===== src/rtl/tdm_tx.sv =====
// tdm_tx: 4-slot TDM transmitter and framing master for the DAC direction.
// Generates bick/lrck/sdout from the system clock and a one-cycle
// sample_clk strobe that tells the sample cores a new frame was loaded.
// Each 64-bit frame carries slot 0..3 MSB first, one bit per bick period.
module tdm_tx #(
  parameter int BCK_DIV = 4
) (
  input  logic               clk,
  input  logic               rst,
  input  logic               mute,
  input  logic signed [15:0] sample_in0,
  input  logic signed [15:0] sample_in1,
  input  logic signed [15:0] sample_in2,
  input  logic signed [15:0] sample_in3,
  output logic               sample_clk,
  output logic               bick,
  output logic               lrck,
  output logic               sdout
);

  localparam int DIV_W = (BCK_DIV > 2) ? $clog2(BCK_DIV) : 1;
  localparam logic [DIV_W-1:0] DIV_LAST = DIV_W'(BCK_DIV - 1);
  localparam logic [DIV_W-1:0] DIV_HALF = DIV_W'(BCK_DIV / 2);

  // An odd or sub-2 divider cannot give a centred bick rising edge.
  generate
    if (BCK_DIV < 2 || (BCK_DIV % 2) != 0) begin : g_bad_div
      $error("tdm_tx: BCK_DIV must be even and >= 2");
    end
  endgenerate

  logic [DIV_W-1:0] div;      // clk phase inside the current bick period
  logic [5:0]       bitcnt;   // bick period index inside the frame
  logic [63:0]      shreg;    // frame being transmitted, bit 63 on the wire
  logic             bit_end;  // last clk of a bick period
  logic             frame_load;

  assign bit_end    = (div == DIV_LAST);
  assign frame_load = bit_end && (bitcnt == 6'd63);

  // Divider, bit counter, frame shift register and frame strobe.
  // Reset parks the counters on the last clk of bit 63, so the first edge
  // after release is a load edge and a fresh frame starts immediately.
  always_ff @(posedge clk) begin
    // NOTE: non-blocking assignments keep every register reading the
    // pre-edge value of the others, which the load/shift decode relies on.
    if (rst) begin
      div        <= DIV_LAST;
      bitcnt     <= 6'd63;
      shreg      <= 64'h0;
      sample_clk <= 1'b0;
    end else begin
      sample_clk <= frame_load;

      if (bit_end) begin
        div    <= '0;
        bitcnt <= bitcnt + 6'd1;
      end else begin
        div    <= div + DIV_W'(1);
      end

      if (frame_load) begin
        shreg <= mute ? 64'h0 : {sample_in0, sample_in1, sample_in2, sample_in3};
      end else if (bit_end) begin
        shreg <= {shreg[62:0], 1'b0};
      end
    end
  end

  // Serial outputs decode registers only: bick falls on the div wrap, where
  // sdout and lrck change, and rises mid-bit for the receiver to sample.
  assign bick  = (div >= DIV_HALF);
  assign lrck  = ~bitcnt[5];
  assign sdout = shreg[63];

endmodule

===== config.mk =====
export PLATFORM = sky130hd
export DESIGN_NAME = tdm_tx
export DESIGN_NICKNAME = d
export VERILOG_FILES = /design/src/rtl/tdm_tx.sv
export SDC_FILE = /design/constraint.sdc
export NUM_CORES = 1
export LEC_CHECK = 0
export BUFFER_PORTS_ARGS = -buffer_cell sky130_fd_sc_hd__buf_2
export CAP_MARGIN = 40
export CORE_AREA = 2 2 103 105
export CTS_CLUSTER_DIAMETER = 30
export DETAILED_ROUTE_END_ITERATION = 8
export DIE_AREA = 0 0 105 107
export PLACE_DENSITY = 0.65
export SYNTH_ARGS = -nofsm -noshare
export SYNTH_HDL_FRONTEND = slang
export SYNTH_SLANG_ARGS = --single-unit

===== constraint.sdc =====
create_clock -name clk -period 2.95 [get_ports clk]
set_clock_uncertainty 0.2 [all_clocks]
set_input_delay 0.59 -clock clk [delete_from_list [all_inputs] [get_ports clk]]
set_output_delay 0.59 -clock clk [all_outputs]
set_load 0.02 [all_outputs]

Word level (Yosys, flattened, before mapping)
Index checks and enable logic that the tools add are counted.

Register bits after elaboration: 73. Latch bits: 0. Bits in writable memories: 0. Bits in read-only memories: 0. Output and inout bits: 4. Word-level logic and storage cells: 16. Memories: 0.

$add $sub $neg: 2. Multipliers: 0. Div/mod/pow operators: 0. Magnitude comparators: 1. Eq/ne operators: 2. Shift operators: 0. Mux-type cells: 4. Bitwise logic cells: 1. Reductions and logical operators: 2.

Operator list (count): $mux W64 (3); $add A6 B1 Y6 const B (1); $eq A6 B6 Y1 const B (1); $add A2 B1 Y2 const B (1); $eq A2 B2 Y1 const B (1); $ge A2 B2 Y1 const B (1); $mux W2 (1); $reduce_bool A2 Y1 (1); $logic_and A1 B1 Y1 (1); $not A1 Y1 (1).

Longest topological paths before layout
Depth after elaboration: 3. Gate-level depth with buffers: 6. Mapped depth without buffers: 4.

Worst setup path after synthesis
No wires, ideal clock.

Path kind: input port to flip-flop. Start: input port mute. End: register shreg[10]. Setup time: 119 ps. Arrival: 1401 ps. Data required time: 2631 ps. Path slack: 1231 ps. Stages: 4. Path buffers: 2. Cells stage by stage: clkbuf_1 -> clkbuf_1 -> nor2b_1 -> o221a_2.

Word-level cells in the longest chain between the ends: 2.

Ends and longest elaborated chain: start, declared (line 10) `input logic mute,`; $mux W64 (line 63) `shreg <= mute ? 64'h0 : {sample_in0, sample_in1, sample_in2, sample_in3};`; $mux W64 (line 62) `if (frame_load) begin`; end signal, assigned (line 63); end signal, assigned (line 65) `shreg <= {shreg[62:0], 1'b0};`; end, declared (line 34) `logic [63:0] shreg;`.

No other way between the ends. A chain may end at the register's enable or synchronous reset.

Worst setup path after layout
Start: register bitcnt[0]. End: register shreg[45].

Word-level cells in the longest chain between the ends: 3. Elaborated cells between the ends (all ways): 4. Classes of those cells: 1 x eq/ne; 1 x mux; 2 x reduce/logical.

Ends and longest elaborated chain: start, declared (line 33) `logic [5:0] bitcnt;`; start signal, assigned (line 57) `bitcnt <= bitcnt + 6'd1;`; $eq A6 B6 Y1 (*) (line 39) `assign frame_load = bit_end && (bitcnt == 6'd63);`; $logic_and A1 B1 Y1 (*) (line 39); $mux W64 / $reduce_bool A2 Y1 (equally long branches).

Mark *: on every way between the ends. The rest lies on a longest branch, timed or not.

==> flow_summary.json <==
{
  "status": "complete, no violations",
  "routed_wl_um": 8020,
  "synth_top_family_by_area": "simple AND/OR/NAND/NOR gates",
  "grt_pass1_vias": 2806,
  "post_cts_buffers": 0,
  "path_class": "flip-flop to flip-flop",
  "cts_sinks": 73,
  "synthXorXnorAreaFrac": 0.00765,
  "synth_area_mm2": 0.00343,
  "fp.dieH_um": 107,
  "p_leak_nw": 1.74,
  "power_density_mw_per_mm2": 757,
  "cpPeakStageDelay_ns": 0.42,
  "clock_power_share": 0.277,
  "initial_utilization": 0.340,
  "synth_compound_area_frac": 0.222,
  "ys_types": 27,
  "yosys.area_share.simple": 0.288,
  "num_vias": 2921,
  "clock_latency_ns": 0.34,
  "dpl.hpwl_um": 5000,
  "track_usage": 0.144,
  "cp.arrival_ns": 2.32,
  "total_power_mw": 3.12,
  "avgSynthCellArea_um2": 8.67,
  "drt_iter0_markers": 206,
  "hold_path.class": "flip-flop to flip-flop",
  "synthTopCellsByArea": "dfxtp_1 43%, o221a_2 21%, nor2_1 14%",
  "syn_to_final_growth_pct": 20.1,
  "rsz0062_at_grt": "false",
  "comb_power_share": 0.284,
  "diodes": 0,
  "cts_buffers": 9,
  "drtAntennaViolNets": 0,
  "relSlewSlack": 0.574,
  "ys_seq_elements": 73,
  "drive_above_1_share": 0.353,
  "yosysTopAreaCell": "dfxtp_1",
  "syn-num-nets": 466,
  "cts_tree": "yes",
  "htreeDepth": 3,
  "core_mm2": 0.0101,
  "path_max_fanout": 41,
  "place.port_buffers": 70,
  "p_seq_frac": 0.440,
  "tightestPinTransition_ns": 0.638,
  "dr.pass1.iters": 5,
  "end_kind": "flip-flop",
  "yosys.area_share.adder": 0.0109,
  "drc_errors": 0,
  "maxSlewViolCount": 0,
  "crit_required_ns": 2.98,
  "min_period_ns": 2.28,
  "synth.mux.area_fraction": 0,
  "fp.dieW_um": 105,
  "finalSetupTns_ns": 0,
  "overflow": 0,
  "cts_root_buffer": "clkbuf_8",
  "crit_cells": 5,
  "fp.dieArea_mm2": 0.0112,
  "fmax_mhz": 438,
  "cts.path.max_buffers": 2,
  "cts_resized": 0,
  "power.switching_mw": 0.985,
  "synth_warnings": 0,
  "critPathBufInv": 1,
  "ios": 71,
  "cap_violations": 0,
  "cts-hold-fix-buffers": 0,
  "antenna_found_initial": 0,
  "setup_viol": 0,
  "switching_share": 0.316,
  "worstSetupStartpointType": "flip-flop",
  "path_cells": "ha_1, and4_1, nand3_2, buf_12, o221a_2",
  "fin_area_mm2": 0.00412,
  "gp_congestion": 0.774,
  "num_rows": 37,
  "grt_pass1_wl_um": 13200,
  "ir_drop_mv": 0.270,
  "path_clk_slew_ns": 0.08,
  "grt_max_degree": 65,
  "hold_viol": 0,
  "nets": 519,
  "cpMaxStageDelayCell": "nand3_2",
  "finalCritPeriodShare": 0.774,
  "synth_cells": 396,
  "yosysSeqAreaShare": 0.426,
  "wl_per_cell_um": 13.6,
  "hold_depth": 1,
  "place_area_mm2": 0.00391,
  "via_per_inst": 4.96,
  "path_delay_family": "simple AND/OR/NAND/NOR gates",
  "reg2reg_depth": 5,
  "synth_top_area_frac": 0.426,
  "p_int_mw": 2.14
}
## registers in the layout, summed over array words and instances (netlist names)
register,count
sample_clk,1
shreg,64
bitcnt,6
div,2
## cells in the final DEF (no fill, tap or decap), drive strengths merged
master / instances
nand4: 2
or2: 1
dfxtp: 73
clkbuf: 10
o21bai: 2
xor2: 1
bufinv: 2
nand3: 2
buf: 77
ha: 3
o21ai: 2
clkinv: 1
nand2: 3
nor2b: 64
nor3: 2
and3: 1
inv: 3
o32a: 1
and4: 1
or3b: 1
xnor2: 2
a211o: 1
o221a: 63
clkinvlp: 2
a21oi: 1
nand2b: 5
nor2: 127
## through the flow
stage | util | worst slack [ns] | hold WS (ns) | std cells
6_report | 0.409 | 0.667 | 0.269 | 589
3_3_place_gp | 0.387 | 0.771 | 0.245 | 574
5_1_grt | 0.409 | 0.528 | 0.288 | 589
4_1_cts | 0.409 | 0.665 | 0.272 | 589
2_1_floorplan | - | 1.23 | 0.232 | 396
3_5_place_dp | 0.387 | 0.675 | 0.257 | 574
## power by group through the flow
stage / registers (mW) / logic (mW) / clock network, mW
after floorplan: 1.35 / 0.693 / 0
after global placement: 1.39 / 0.859 / 0
after detailed placement: 1.38 / 0.891 / 0
after CTS: 1.37 / 0.892 / 0.883
after global routing: 1.40 / 0.997 / 0.921
final: 1.37 / 0.886 / 0.864
## worst paths after layout
path / startpoint / endpoint / slack (ns)
setup / recovery: bitcnt[0] / shreg[45] / 0.67
hold / removal: div[0] / div[0] / 0.27
setup reg to reg: bitcnt[0] / shreg[45] / 0.67
hold reg to reg: div[0] / div[0] / 0.27
## layer usage
metal  part of all wire  GRT usage
met5                  0          0
met4             0.0081     0.0352
met3              0.057     0.0413
met2               0.44      0.222
met1               0.50      0.198
## cell families after synthesis
logic type / count (synthesis)
and+or+nand+nor: 209
DFF: 73
adders and majority gates: 3
buffers and inverters: 38
xor gates and xnor gates: 3
AOI/OAI and AO/OA: 70
## cell usage after synthesis
master	count
nor2_1	127
dfxtp_1	73
nor2b_1	64
o221a_2	63
clkbuf_1	20
buf_2	13
nand2b_1	5
ha_1	3
inv_1	3
nand2_1	3
buf_1	2
nand4_1	2
nor3_1	2
o21bai_1	2
xnor2_1	2
a211o_1	1
a21oi_1	1
and3_1	1
and4_1	1
nand3_1	1
nand3_2	1
o21ai_0	1
o21ai_2	1
o32a_1	1
or2_2	1
or3b_2	1
xor2_1	1
## area by class of cell
type	count	area [um^2]
Clock buffer	10	138
Clock inverter	5	80.1
Fill cell	1054	5970
Inverter	3	11.3
Multi-Input combinational cell	285	1820
Sequential cell	73	1460
Tap cell	136	170
Timing Repair Buffer	77	440
No activity file was read; power rests on OpenSTA's default activity.
